`config.mk`:
```
export PLATFORM = sky130hd
export DESIGN_NAME = mem_port_arbiter
export DESIGN_NICKNAME = d
export VERILOG_FILES = /design/src/rtl/mem_port_arbiter.sv
export SDC_FILE = /design/constraint.sdc
export NUM_CORES = 1
export LEC_CHECK = 0
export ABC_AREA = 1
export CAP_MARGIN = 20
export CORE_UTILIZATION = 34
export DETAILED_ROUTE_END_ITERATION = 7
export GPL_TIMING_DRIVEN = 0
export MAX_ROUTING_LAYER = met4
export PLACE_DENSITY = 0.95
export SLEW_MARGIN = 20
export SYNTH_ARGS = -nofsm -noshare
export SYNTH_HDL_FRONTEND = slang
export SYNTH_SLANG_ARGS = --single-unit
```
`constraint.sdc`:
```
create_clock -name CLK -period 2.2 [get_ports CLK]
set_clock_uncertainty 0.15 [all_clocks]
set_input_delay 0.66 -clock CLK [delete_from_list [all_inputs] [get_ports CLK]]
set_output_delay 0.66 -clock CLK [all_outputs]
set_load 0.01 [all_outputs]
```
`src/rtl/mem_port_arbiter.sv`:
```
// mem_port_arbiter: two-requester sequencer for the single memory port.
// Requester A (fetch) and B (load/store) share the port through an external
// 2:1 mux driven by S. A winner keeps the port for LAT cycles, then read data
// is registered and a one-cycle DONE is returned to that requester.
// Optional build macro: ARB_FIXED_PRIO_EN -- A always wins contention
// (B may starve); otherwise contention is resolved round-robin via LAST.
module mem_port_arbiter #(
  parameter int WIDTH = 16,
  parameter int LAT   = 2   // legal 1..15
) (
  input  logic             CLK,
  input  logic             RST_N,
  input  logic             REQ_A,
  input  logic [WIDTH-1:0] ADDR_A,
  input  logic [WIDTH-1:0] WDATA_A,
  input  logic             WE_A,
  input  logic             REQ_B,
  input  logic [WIDTH-1:0] ADDR_B,
  input  logic [WIDTH-1:0] WDATA_B,
  input  logic             WE_B,
  output logic             GNT_A,
  output logic             GNT_B,
  output logic             DONE_A,
  output logic             DONE_B,
  output logic [WIDTH-1:0] RDATA,
  output logic             S,
  output logic [WIDTH-1:0] MEM_ADDR,
  output logic [WIDTH-1:0] MEM_WDATA,
  output logic             MEM_WE,
  output logic             MEM_EN,
  input  logic [WIDTH-1:0] MEM_RDATA
);

  localparam int CW = 4;
  localparam logic [CW-1:0] CNT_LAST = CW'(LAT - 1);

  typedef enum logic {IDLE, ACCESS} state_t;

  typedef struct packed {
    logic [WIDTH-1:0] addr;
    logic [WIDTH-1:0] wdata;
    logic             we;
  } req_t;

  state_t           state_q, state_d;
  logic             s_q, s_d;
  logic             last_q, last_d;     // 1 = B was served last
  logic [CW-1:0]    cnt_q, cnt_d;
  logic             done_a_q, done_a_d;
  logic             done_b_q, done_b_d;
  logic [WIDTH-1:0] rdata_q, rdata_d;
  logic             win_b;
  req_t             req_a, req_b, req_sel;

  assign req_a = '{addr: ADDR_A, wdata: WDATA_A, we: WE_A};
  assign req_b = '{addr: ADDR_B, wdata: WDATA_B, we: WE_B};

  // Arbitration winner when at least one request is present (1 = B).
`ifdef ARB_FIXED_PRIO_EN
  assign win_b = REQ_B & ~REQ_A;
`else
  assign win_b = REQ_B & (~REQ_A | ~last_q);
`endif

  // State register; reset aborts any access in flight without a DONE.
  always_ff @(posedge CLK or negedge RST_N) begin
    if (!RST_N) begin
      state_q  <= IDLE;
      s_q      <= 1'b0;
      last_q   <= 1'b1;
      cnt_q    <= '0;
      done_a_q <= 1'b0;
      done_b_q <= 1'b0;
      rdata_q  <= '0;
    end else begin
      state_q  <= state_d;
      s_q      <= s_d;
      last_q   <= last_d;
      cnt_q    <= cnt_d;
      done_a_q <= done_a_d;
      done_b_q <= done_b_d;
      rdata_q  <= rdata_d;
    end
  end

  // Next-state: grant in IDLE, count out LAT cycles in ACCESS, then complete.
  // The completion edge returns to IDLE, so the DONE cycle never carries a
  // grant; that cycle is the requester's window to drop REQ, giving a
  // request-to-request period of LAT+1.
  always_comb begin
    state_d  = state_q;
    s_d      = s_q;
    last_d   = last_q;
    cnt_d    = cnt_q;
    done_a_d = 1'b0;
    done_b_d = 1'b0;
    rdata_d  = rdata_q;
    case (state_q)
      IDLE: begin
        if (REQ_A || REQ_B) begin
          state_d = ACCESS;
          s_d     = win_b;
          cnt_d   = '0;
        end
      end
      ACCESS: begin
        if (cnt_q == CNT_LAST) begin
          rdata_d  = MEM_RDATA;   // captured on writes too
          done_a_d = ~s_q;
          done_b_d = s_q;
          last_d   = s_q;
          state_d  = IDLE;
        end else begin
          cnt_d = cnt_q + 1'b1;
        end
      end
      default: state_d = IDLE;
    endcase
  end

  // Port side: S holds through IDLE so the mux never glitches; WE is gated.
  assign req_sel   = s_q ? req_b : req_a;
  assign MEM_EN    = (state_q == ACCESS);
  assign MEM_ADDR  = req_sel.addr;
  assign MEM_WDATA = req_sel.wdata;
  assign MEM_WE    = MEM_EN & req_sel.we;
  assign S         = s_q;
  assign GNT_A     = MEM_EN & ~s_q;
  assign GNT_B     = MEM_EN & s_q;
  assign DONE_A    = done_a_q;
  assign DONE_B    = done_b_q;
  assign RDATA     = rdata_q;

endmodule

```
; ---- Word-level counts from Yosys, hierarchy flattened
; Cells that the tools add are included.
[word_totals]
reg_bits = 25
out_inout_bits = 55
inputBits = 86
word_cells = 35
[op_classes]
bitwise_logic = 9
mux = 11
n_addsub = 1
reduce_logical = 4
n_eq_ne = 3
[op_table]
columns = cell, n
row1 = $mux W33, 1
row2 = $mux W4, 2
row3 = $pmux W4 S2, 1
row4 = $mux W1, 6
row5 = $reduce_and A2 Y1, 3
row6 = $add A4 B1 Y4 const B, 1
row7 = $and A1 B1 Y1, 4
row8 = $eq A4 B1 Y1 const B, 1
row9 = $ne A2 B2 Y1 const B, 2
row10 = $not A1 Y1, 4
row11 = $pmux W1 S2, 1
row12 = $logic_or A1 B1 Y1, 1
row13 = $or A1 B1 Y1, 1

; ---- Longest topological paths before layout
[logic_depth]
word_depth = 3
ltp_mapped = 6
depth_no_buf = 6

; ---- Worst setup path after synthesis
; No wires, ideal clock.
[synth_path]
kind = register to output
start = register s_q (netlist: S)
end = output port MEM_ADDR[0]
n_path_buf = 2
stages_incl_launch_ff = 6
arrival_ps = 1008
required_time_ps = 1390
slack_ps = 382
cell_sequence = dfrtp_1 buf_2 inv_1 buf_4 nand2_1 nand2_1
[synth_between]
elab_chain_len = 1
[synth_rtl]
columns = element, line_no
row1 = from (decl), 46  ; logic s_q, s_d;
row2 = from (signal assigned), 69  ; s_q <= 1'b0;
row3 = from (signal assigned), 77  ; s_q <= s_d;
row4 = $mux W33, 122  ; assign req_sel = s_q ? req_b : req_a;
row5 = to (decl), 27  ; output logic [WIDTH-1:0] MEM_ADDR,
; No other way between the ends.

; ---- Worst setup path after layout
[layout_path]
start = input port WDATA_B[6]
end = output port MEM_WDATA[6]
[layout_between]
elab_chain_len = 1
[layout_rtl]
columns = element, line_no
row1 = from (decl), 19  ; input logic [WIDTH-1:0] WDATA_B,
row2 = $mux W33, 122
row3 = to (decl), 28  ; output logic [WIDTH-1:0] MEM_WDATA,
; No other way between the ends.

==> out/qor.yml <==
status: "finished clean"
postSynthAreaPerCell_um2: 7.042
p_seq_frac: 0.239
hpwl_um: 4302
swShare: 0.4357
clk_path_buf_depth: 2
grt_pass1_vias: 1827
die-area_um2: 4894
syn_area_um2: 1570
ff2ff_path_depth: 6
drv_slew: 0
cellLeakagePower_uw: 0.001699
dpl-instance-area_um2: 3037
cp_max_fo: 1
wirelength_um: 5342
drv_cap: 0
synth-simple-area-share: 0.3697
final.fill_count: 357
num_vias: 1866
rsz0062_at_grt: "no"
total_power_uw: 3450
track_usage: 0.2221
synthMuxAreaShare: 0
worstPathArrival_ps: 1360
comb_power_share: 0.684
cts_inserted_buffers: 3
cp-start-kind: "input pin"
hold_viol_final: 0
grt_pass1_wl_um: 8631
clkSlewWorstSetupHoldPaths_ps: 80
finalSetupViolations: 0
die_x_um: 69.96
fin_nets: 456
root_buffer: "clkbuf_8"
fmax_ghz: 0.4601
synth_compound_area_frac: 0.1012
antenna_found_initial: 0
max_slew_margin: 0.6343
fp.dieH_um: 69.96
drt-initial-drc-count: 67
placeableCoreArea_um2: 4384
initial_utilization: 0.3582
h-tree-depth: 1
hp-class: "in -> async"
vias_per_cell: 4.453
ant_nets: 0
design_area_um2: 3003
seq_area_um2: 626.9
pin_count: 141
synth_top_area_frac: 0.3825
multiInputGateArea_um2: 778.2
layout-drive-gt1-share: 0.1989
period_minus_slack_ps: 2174
finalSetupTns_ps: 0
clk_latency_ps: 260
diodes: 0
critical_path_class: "in -> out"
internal_power_uw: 1947
synth_top_area_cell: "dfrtp_1"
syn_nets: 311
r2r_slack_ps: 770
cts_tree: "yes"
synth_area_leaders: "dfrtp_1, nand2_1, o21ai_2"
yosys_register_bits: 25
clkSinkCount: 25
grt_max_degree: 26
io_buffers: 140
synthAdderAreaFrac: 0.01594
gp_congestion: 0.8457
p_sw_uw: 1503
ys.warnings.count: 0
routedWlPerCell_um: 12.75
netlist_instances: 223
worst_pin_slew_ps: 548.6
grt-ovfl-total: 0
yosysSeqAreaShare: 0.3992
period_share: 0.9880
yosys.cell_types.count: 19
synth_top_family_by_area: "simple AND/OR/NAND/NOR gates"
remaining_drc_errors: 0
required_ps: 1390
p_clk_frac: 0.077
rows: 24
ir_drop_mv: 0.8511
synth-xor-area-share: 0.005578
drt-pass1-iter-count: 4
end_kind: "output port"
area_growth_syn_to_layout_pct: 91.24
power.density_nw_per_um2: 1149
[cells by family after synthesis]
group                    Yosys count
buffers and inverters             34
XOR/XNOR                           1
adder cells (fa/ha/maj)            2
flip-flops                        25
AO/OA/AOI/OAI                     19
AND/OR/NAND/NOR                  142
[through the flow]
stage	hold WS, ps	std cells	utilization	worst slack, ps
final	221.6	419	0.6849	26.47
after detailed placement	323.8	415	0.6926	-407.2
after global routing	260.1	419	0.6849	2.124
after floorplan	214.4	223	-	381.8
after CTS	345.8	419	0.6672	15.25
after global placement	314.1	415	0.6926	-399.8
[power groups by stage]
stage | sequential [µW] | combinational [µW] | clock (µW)
final | 824 | 2360 | 265
after CTS | 821 | 2320 | 275
after global routing | 855 | 2580 | 295
after detailed placement | 829 | 2550 | 0
after floorplan | 893 | 1190 | 0
after global placement | 815 | 2470 | 0
[critical path, cell delays in order]
cell,delay [ps]
clkdlybuf4s50_1,460
nand2_1,50
nand2_1,60
buf_2,120
[Yosys cell counts (all sizes together)]
cell and count:
nand3b 2, xnor2 1, dfstp 1, nand4 3, dfrtp 24, nand3 6
ha 2, inv 23, o21ai 19, nand2 127, nor2 4, buf 11
[layout by cell type, fill, tap and decap left out]
cell and instances:
buf_8 1, o21ai_2 17, buf_4 2, nand3_4 1, nor2_4 1, buf_2 32
clkbuf_8 3, dlymetal6s2s_1 17, o21ai_1 1, nand2_1 123, ha_1 2, clkdlybuf4s50_1 87
clkbuf_4 2, dfstp_2 1, dfrtp_1 24, o21ai_0 1, dlygate4sd2_1 2, clkbuf_1 1
xnor2_1 1, nor2_1 3, nand2_2 4, nand3b_1 2, inv_1 22, inv_6 1
nand4_1 3, nand3_1 5, buf_6 8
[what timing repair did]
item | in CTS | in global routing
endpoints found under the setup margin | 35 | 26
hold buffers | 0 | 0
setup buffers | 0 | 0
gates resized for setup | 139 | 28
pin swaps | 0 | 17
[metal layers]
metal	vias to the layer above	global-route usage	share of wire
met5	-	-	0
met4	0	0.04889	0.0086
met3	9	0.06061	0.069
met2	68	0.4071	0.55
met1	826	0.2373	0.37
li1	963	-	-
[final cells by class]
type | count | area share
Clock buffer | 4 | 0.01500
Timing Repair Buffer | 140 | 0.4275
Inverter | 23 | 0.03042
Sequential cell | 25 | 0.2087
Multi-Input combinational cell | 164 | 0.2592
Tap cell | 52 | 0.02167
Buffer | 11 | 0.03750
[registers in the layout, summed over array words and instances (netlist names)]
name    flops
S           1
RDATA      16
DONE_A      1
cnt_q       4
last_q      1
MEM_EN      1
DONE_B      1
[final timing paths]
kind | startpoint | end
worst max-delay path | WDATA_B[6] | MEM_WDATA[6]
max in group asynchronous | RST_N | last_q$_DFFE_PN1P_
min in group CLK | RDATA[2]$_DFFE_PN0P_ | RDATA[2]$_DFFE_PN0P_
worst min-delay path | RST_N | RDATA[10]$_DFFE_PN0P_
worst min register to register | RDATA[2]$_DFFE_PN0P_ | RDATA[2]$_DFFE_PN0P_
worst max register to register | cnt_q[1]$_DFFE_PN0P_ | cnt_q[0]$_DFFE_PN0P_
No activity file was read; power rests on OpenSTA's default activity.
